## src/rtl/sockit_spi_pkg.sv

```systemverilog
// Shared constants and width helpers for the SPI core handshake blocks.
package sockit_spi_pkg;

    // Default configuration: four producer channels, three tokens deep each.
    localparam int SOCKIT_SPI_DEF_CHN = 4;
    localparam int SOCKIT_SPI_DEF_DPT = 3;

    // Ceiling log2; returns 0 for inputs of 0 or 1.
    function automatic int sockit_spi_clog2(input int val);
        int res;
        res = 0;
        for (int v = val - 1; v > 0; v = v >> 1) begin
            res = res + 1;
        end
        return res;
    endfunction

    // Channel select width; always at least one bit, even for one channel.
    function automatic int sockit_spi_slw(input int chn);
        return (chn < 2) ? 1 : sockit_spi_clog2(chn);
    endfunction

    // Counter width able to hold 0..dpt.
    function automatic int sockit_spi_cnw(input int dpt);
        return sockit_spi_clog2(dpt + 1);
    endfunction

endpackage

```

## src/rtl/sockit_spi_rra.sv

```systemverilog
// Combinational round-robin search: returns the first set request bit,
// scanning cyclically from ptr+1 (wrapping from CHN-1 to 0).
module sockit_spi_rra
    import sockit_spi_pkg::*;
#(
    parameter int CHN = SOCKIT_SPI_DEF_CHN,
    localparam int SLW = sockit_spi_slw(CHN)
)(
    input  logic [CHN-1:0] req,
    input  logic [SLW-1:0] ptr,
    output logic [SLW-1:0] idx,
    output logic           vld
);

    // Outer loop walks priority order, so the first hit is the winner.
    always_comb begin
        idx = '0;
        vld = 1'b0;
        for (int k = 0; k < CHN; k++) begin
            for (int j = 0; j < CHN; j++) begin
                if (!vld && req[j] && (j == ((int'(ptr) + 1 + k) % CHN))) begin
                    vld = 1'b1;
                    idx = SLW'(j);
                end
            end
        end
    end

endmodule

```

## src/rtl/sockit_spi_hsk.sv

```systemverilog
// Multi-channel request/grant token buffer between the register/bus side
// and the serializer. Optional level output: define SOCKIT_SPI_HSK_LVL_EN.
//
// Handshake: on every port a transfer happens in exactly the cycles where
// req and grt are both 1. A req seen while grt is low is dropped with no
// side effect. Every grt is a register, so no grt depends combinationally
// on any req.
module sockit_spi_hsk
    import sockit_spi_pkg::*;
#(
    parameter int CHN = SOCKIT_SPI_DEF_CHN,
    parameter int DPT = SOCKIT_SPI_DEF_DPT,
    localparam int SLW = sockit_spi_slw(CHN),
    localparam int CNW = sockit_spi_cnw(DPT)
)(
    input  logic               hsk_clk,
    input  logic               hsk_rst_n,
    input  logic [CHN-1:0]     cda_req,
    output logic [CHN-1:0]     cda_grt,
    input  logic               cdb_req,
    output logic               cdb_grt,
    output logic [SLW-1:0]     cdb_sel
`ifdef SOCKIT_SPI_HSK_LVL_EN
    ,
    output logic [CHN*CNW-1:0] cda_lvl
`endif
);

    logic [CNW-1:0] cnt     [CHN];
    logic [CNW-1:0] cnt_nxt [CHN];
    logic [CHN-1:0] dep;
    logic [CHN-1:0] wd_hit;
    logic [CHN-1:0] busy_nxt;
    logic [CHN-1:0] grt_nxt;
    logic           wd;
    logic [SLW-1:0] ptr;
    logic [SLW-1:0] ptr_nxt;
    logic [SLW-1:0] sel_idx;
    logic           sel_vld;

    assign dep     = cda_req & cda_grt;
    assign wd      = cdb_req & cdb_grt;
    assign ptr_nxt = wd ? cdb_sel : ptr;

    // Post-transfer counter values; a deposit and a withdrawal on the same
    // channel cancel out. Grants are derived from these so the registered
    // grant already reflects this cycle's transfers.
    always_comb begin
        for (int i = 0; i < CHN; i++) begin
            wd_hit[i]  = wd && (cdb_sel == SLW'(i));
            cnt_nxt[i] = cnt[i];
            if (dep[i] && !wd_hit[i]) begin
                cnt_nxt[i] = cnt[i] + CNW'(1);
            end else if (!dep[i] && wd_hit[i]) begin
                cnt_nxt[i] = cnt[i] - CNW'(1);
            end
            busy_nxt[i] = (cnt_nxt[i] != '0);
            grt_nxt[i]  = (cnt_nxt[i] != CNW'(DPT));
        end
    end

    sockit_spi_rra #(
        .CHN (CHN)
    ) u_rra (
        .req (busy_nxt),
        .ptr (ptr_nxt),
        .idx (sel_idx),
        .vld (sel_vld)
    );

    // Counters, round-robin pointer and all grants; reset discards tokens.
    always_ff @(posedge hsk_clk or negedge hsk_rst_n) begin
        if (!hsk_rst_n) begin
            for (int i = 0; i < CHN; i++) begin
                cnt[i] <= '0;
            end
            ptr     <= SLW'(CHN - 1);
            cda_grt <= '0;
            cdb_grt <= 1'b0;
            cdb_sel <= '0;
        end else begin
            for (int i = 0; i < CHN; i++) begin
                cnt[i] <= cnt_nxt[i];
            end
            ptr     <= ptr_nxt;
            cda_grt <= grt_nxt;
            cdb_grt <= |busy_nxt;
            if (sel_vld) begin
                cdb_sel <= sel_idx;
            end
        end
    end

`ifdef SOCKIT_SPI_HSK_LVL_EN
    // Expose registered fill levels for the software status registers.
    always_comb begin
        cda_lvl = '0;
        for (int i = 0; i < CHN; i++) begin
            cda_lvl[i*CNW +: CNW] = cnt[i];
        end
    end
`else
    // Without the level port the counters stay internal.
`endif

endmodule

```

## config.mk

```make
export PLATFORM = sky130hd
export DESIGN_NAME = sockit_spi_hsk
export DESIGN_NICKNAME = d
export VERILOG_FILES = /design/src/rtl/sockit_spi_pkg.sv /design/src/rtl/sockit_spi_rra.sv /design/src/rtl/sockit_spi_hsk.sv
export SDC_FILE = /design/constraint.sdc
export NUM_CORES = 1
export LEC_CHECK = 0
export ABC_AREA = 1
export BUFFER_PORTS_ARGS = -buffer_cell sky130_fd_sc_hd__buf_2
export CAP_MARGIN = 20
export CORE_MARGIN = 4
export CORE_UTILIZATION = 61
export DETAILED_ROUTE_END_ITERATION = 10
export GPL_TIMING_DRIVEN = 0
export PLACE_DENSITY = 0.84
export SYNTH_ARGS = -nofsm -noshare
export SYNTH_HDL_FRONTEND = slang
export SYNTH_SLANG_ARGS = --single-unit
```

## constraint.sdc

```tcl
create_clock -name hsk_clk -period 3.33 [get_ports hsk_clk]
set_input_delay 0.333 -clock hsk_clk [delete_from_list [all_inputs] [get_ports hsk_clk]]
set_output_delay 0.333 -clock hsk_clk [all_outputs]
set_load 0.01 [all_outputs]
```

==> qor.yml <==
status:
  status: "finished clean"
worst_setup_path:
  timing.rr.end: "cdb_sel[1]"
  endpoint_kind: "flip-flop"
  path_max_fanout: 7
  reg2reg_slack_ns: 1.08
  r2r_cells: 14
  cp-startpoint: "cdb_sel[1]"
  critPathKind: "reg2reg"
  r2r-start: "cdb_sel[1]"
  required_ns: 3.56
  startpoint_type: "flip-flop"
  worstPathArrival_ns: 2.48
timing:
  whs_ns: 0.5080
  slew_headroom: 0.7569
  drv_slew: 0
  finalCriticalPeriod_ns: 2.253
  rsz0062_at_grt: "no"
  finalHoldViolCount: 0
  tightest_slew_ns: 0.3646
  fin_worst_skew_ns: 0.002356
  report.final.setup_viol: 0
  tns_ns: 0
  fmax_mhz: 443.8
  min_period_over_period: 0.6766
power_and_ir_drop:
  power_density_nw_per_um2: 1017
  p_sw_frac: 0.5223
  pwr-share-seq: 0.273
  ir_drop_uv: 593.8
  p_comb_frac: 0.646
  p_sw_uw: 708.3
  pwr-share-clk: 0.081
  p_leak_nw: 0.7562
  power.internal_uw: 647.9
  total_power_mw: 1.356
grt:
  overflow: 0
  grt_pass1_wl_um: 4202
  grtUsageTotal: 0.2070
  grt_pass1_vias: 1010
  grt_antenna_before_repair: 0
  grt_max_degree: 18
die:
  die_y_um: 52.35
  dieArea_sq_um: 2741
  initial_utilization: 0.6660
  die_w_um: 52.35
  core_area_sq_um: 1802
  rows: 15
  ios: 14
clock_network:
  cts_max_path_buffers: 2
  post_cts_buffers: 0
  clock_sinks: 17
  cts_tree: "yes"
  cts_made_buffers: 3
  root_buffer: "clkbuf_4"
  clk_latency_ns: 0.29
  ctsResizeCount: 0
  path_clk_slew_ns: 0.10
  cts_max_level: 1
synth:
  asyncSetResetFlopFracSynth: 1.000
  synth_edf_count: 0
  synth-seq-cells: 17
  synth_cell_types: 23
  syn-num-nets: 178
  synth_top_area_frac: 0.3128
  syn_area_sq_um: 1200
  synth_flop_cell: "dfrtp_1"
  syn_avg_cell_area_sq_um: 7.017
  yosys.area.top_type: "dfrtp_1"
  synth.most_common_cell: "nand2_1"
  synthTopCellsByCount: "58 x nand2_1, 31 x inv_1, 15 x dfrtp_1"
  syn-instance-count: 171
  ys_seq_area_frac: 0.3566
  yosys_warnings: 0
  synth.area.top_cells: "dfrtp_1 31%, nand2_1 18%, inv_1 9.7%, nand3_1 5.4%, nand4_1 4.7%"
job:
  drv_cap: 0
final_layout:
  antenna_cells: 0
  nets: 197
  stdcell_area_sq_um: 1334
  drive_gt1_frac: 0.2487
  area_delta_synth_final_pct: 11.16
  fin_util: 0.7403
placed_design:
  postPlaceCellArea_sq_um: 1296
  numPortBuffers: 13
  dpl.hpwl_um: 1832
  gp_congestion: 0.8803
routing:
  final_antenna_net_count: 0
  first_pass_iters: 4
  viasPerCell: 5.280
  finalWirelength_um: 2301
  num_vias: 1130
  drtIter0Drc: 37
  drc: 0
  routedWlPerCell_um: 10.75
hold_path:
  hp-class: "in2async"
## cell families (layout without fill, tap and decap cells)
family	count (synthesis)	count (layout)	synth area share
DFF	17	17	0.3566
xor gates and xnor gates	1	1	0.01356
and+or+nand+nor	113	113	0.4817
buffers and inverters	34	52	0.1126
AOI/OAI and AO/OA	6	6	0.03546
## worst max-delay path by stage
stage,cells after the start,slack (ns),endpoint
3_5_place_dp,18,1.05,cdb_sel[1]
3_3_place_gp,18,1.12,cdb_sel[0]
6_report,14,1.08,cdb_sel[1]
2_1_floorplan,16,1.32,cdb_sel[1]
4_1_cts,14,1.08,cdb_sel[1]
5_1_grt,17,0.82,cdb_sel[0]
## cell type report
| class | instances | area, sq um |
|---|---|---|
| Timing Repair Buffer | 14 | 75.07 |
| Fill cell | 144 | 467.9 |
| Clock buffer | 3 | 22.52 |
| Multi-Input combinational cell | 120 | 636.9 |
| Sequential cell | 17 | 427.9 |
| Buffer | 1 | 11.26 |
| Clock inverter | 1 | 5.005 |
| Tap cell | 25 | 31.28 |
| Inverter | 33 | 123.9 |
## per-layer routing
metal | part of all wire | track usage | vias to the layer above
met5 | 0 | 0 | -
met4 | 0.022 | 0.08936 | 0
met3 | 0.055 | 0.03419 | 8
met2 | 0.49 | 0.3657 | 43
met1 | 0.43 | 0.2432 | 512
li1 | - | - | 567
## flip-flops by register name, summed over array words and instances, names as in the netlist
name,cells
cdb_sel,2
cnt,8
cda_grt,4
ptr,2
cdb_grt,1
## per-stage QoR
step                cells  worst slack [ns]
floorplan             171             1.317
global placement      209             1.116
detailed placement    209             1.050
CTS                   214             1.085
global route          214            0.8157
finish                214             1.077
## power by group through the flow
stage	Combinational [mW]	Sequential, mW	Clock, mW
2_1_floorplan	0.689	0.380	0
3_3_place_gp	0.841	0.369	0
3_5_place_dp	0.869	0.374	0
4_1_cts	0.874	0.369	0.114
5_1_grt	1.00	0.384	0.125
6_report	0.876	0.370	0.110
## critical path: stages (launching register included)
cell     delay (ns)
dfrtp_1        0.52
nand2_2        0.11
o21ai_1        0.19
nand3_1        0.12
nand2_2        0.10
nand3_2        0.14
nand2_4        0.10
nand2_2        0.06
nor2_2         0.15
nand4_2        0.11
nor3_2         0.17
nand4_2        0.12
nor2_2         0.12
nand2_1        0.08
a21oi_2        0.10
## repair_timing
item / CTS / global route
hold buffers: 1 / 0
endpoints found under the hold margin: 15 / 0
endpoints found under the setup margin: 0 / 0
## cell usage in the layout (no fill, tap or decap)
master / synthesis / routed
buf_2: 0 / 13
inv_2: 2 / 2
xor2_2: 1 / 1
nor3_2: 1 / 1
nand3_2: 3 / 3
clkbuf_4: 0 / 3
nand2_1: 58 / 58
dfrtp_1: 15 / 15
nor2_2: 4 / 4
nand4_1: 9 / 9
nand2_2: 8 / 8
nand2_4: 1 / 1
nor2_1: 11 / 11
nand3_4: 2 / 2
nand3_1: 13 / 13
nor2_4: 1 / 1
o211ai_1: 1 / 1
nand4_2: 2 / 2
inv_1: 31 / 31
o21bai_1: 1 / 1
a21oi_2: 1 / 1
dlygate4sd3_1: 0 / 1
dfstp_2: 2 / 2
buf_6: 1 / 1
o21ai_2: 1 / 1
clkinv_2: 0 / 1
o21ai_1: 2 / 2
Power figures use the tool's default switching activity.
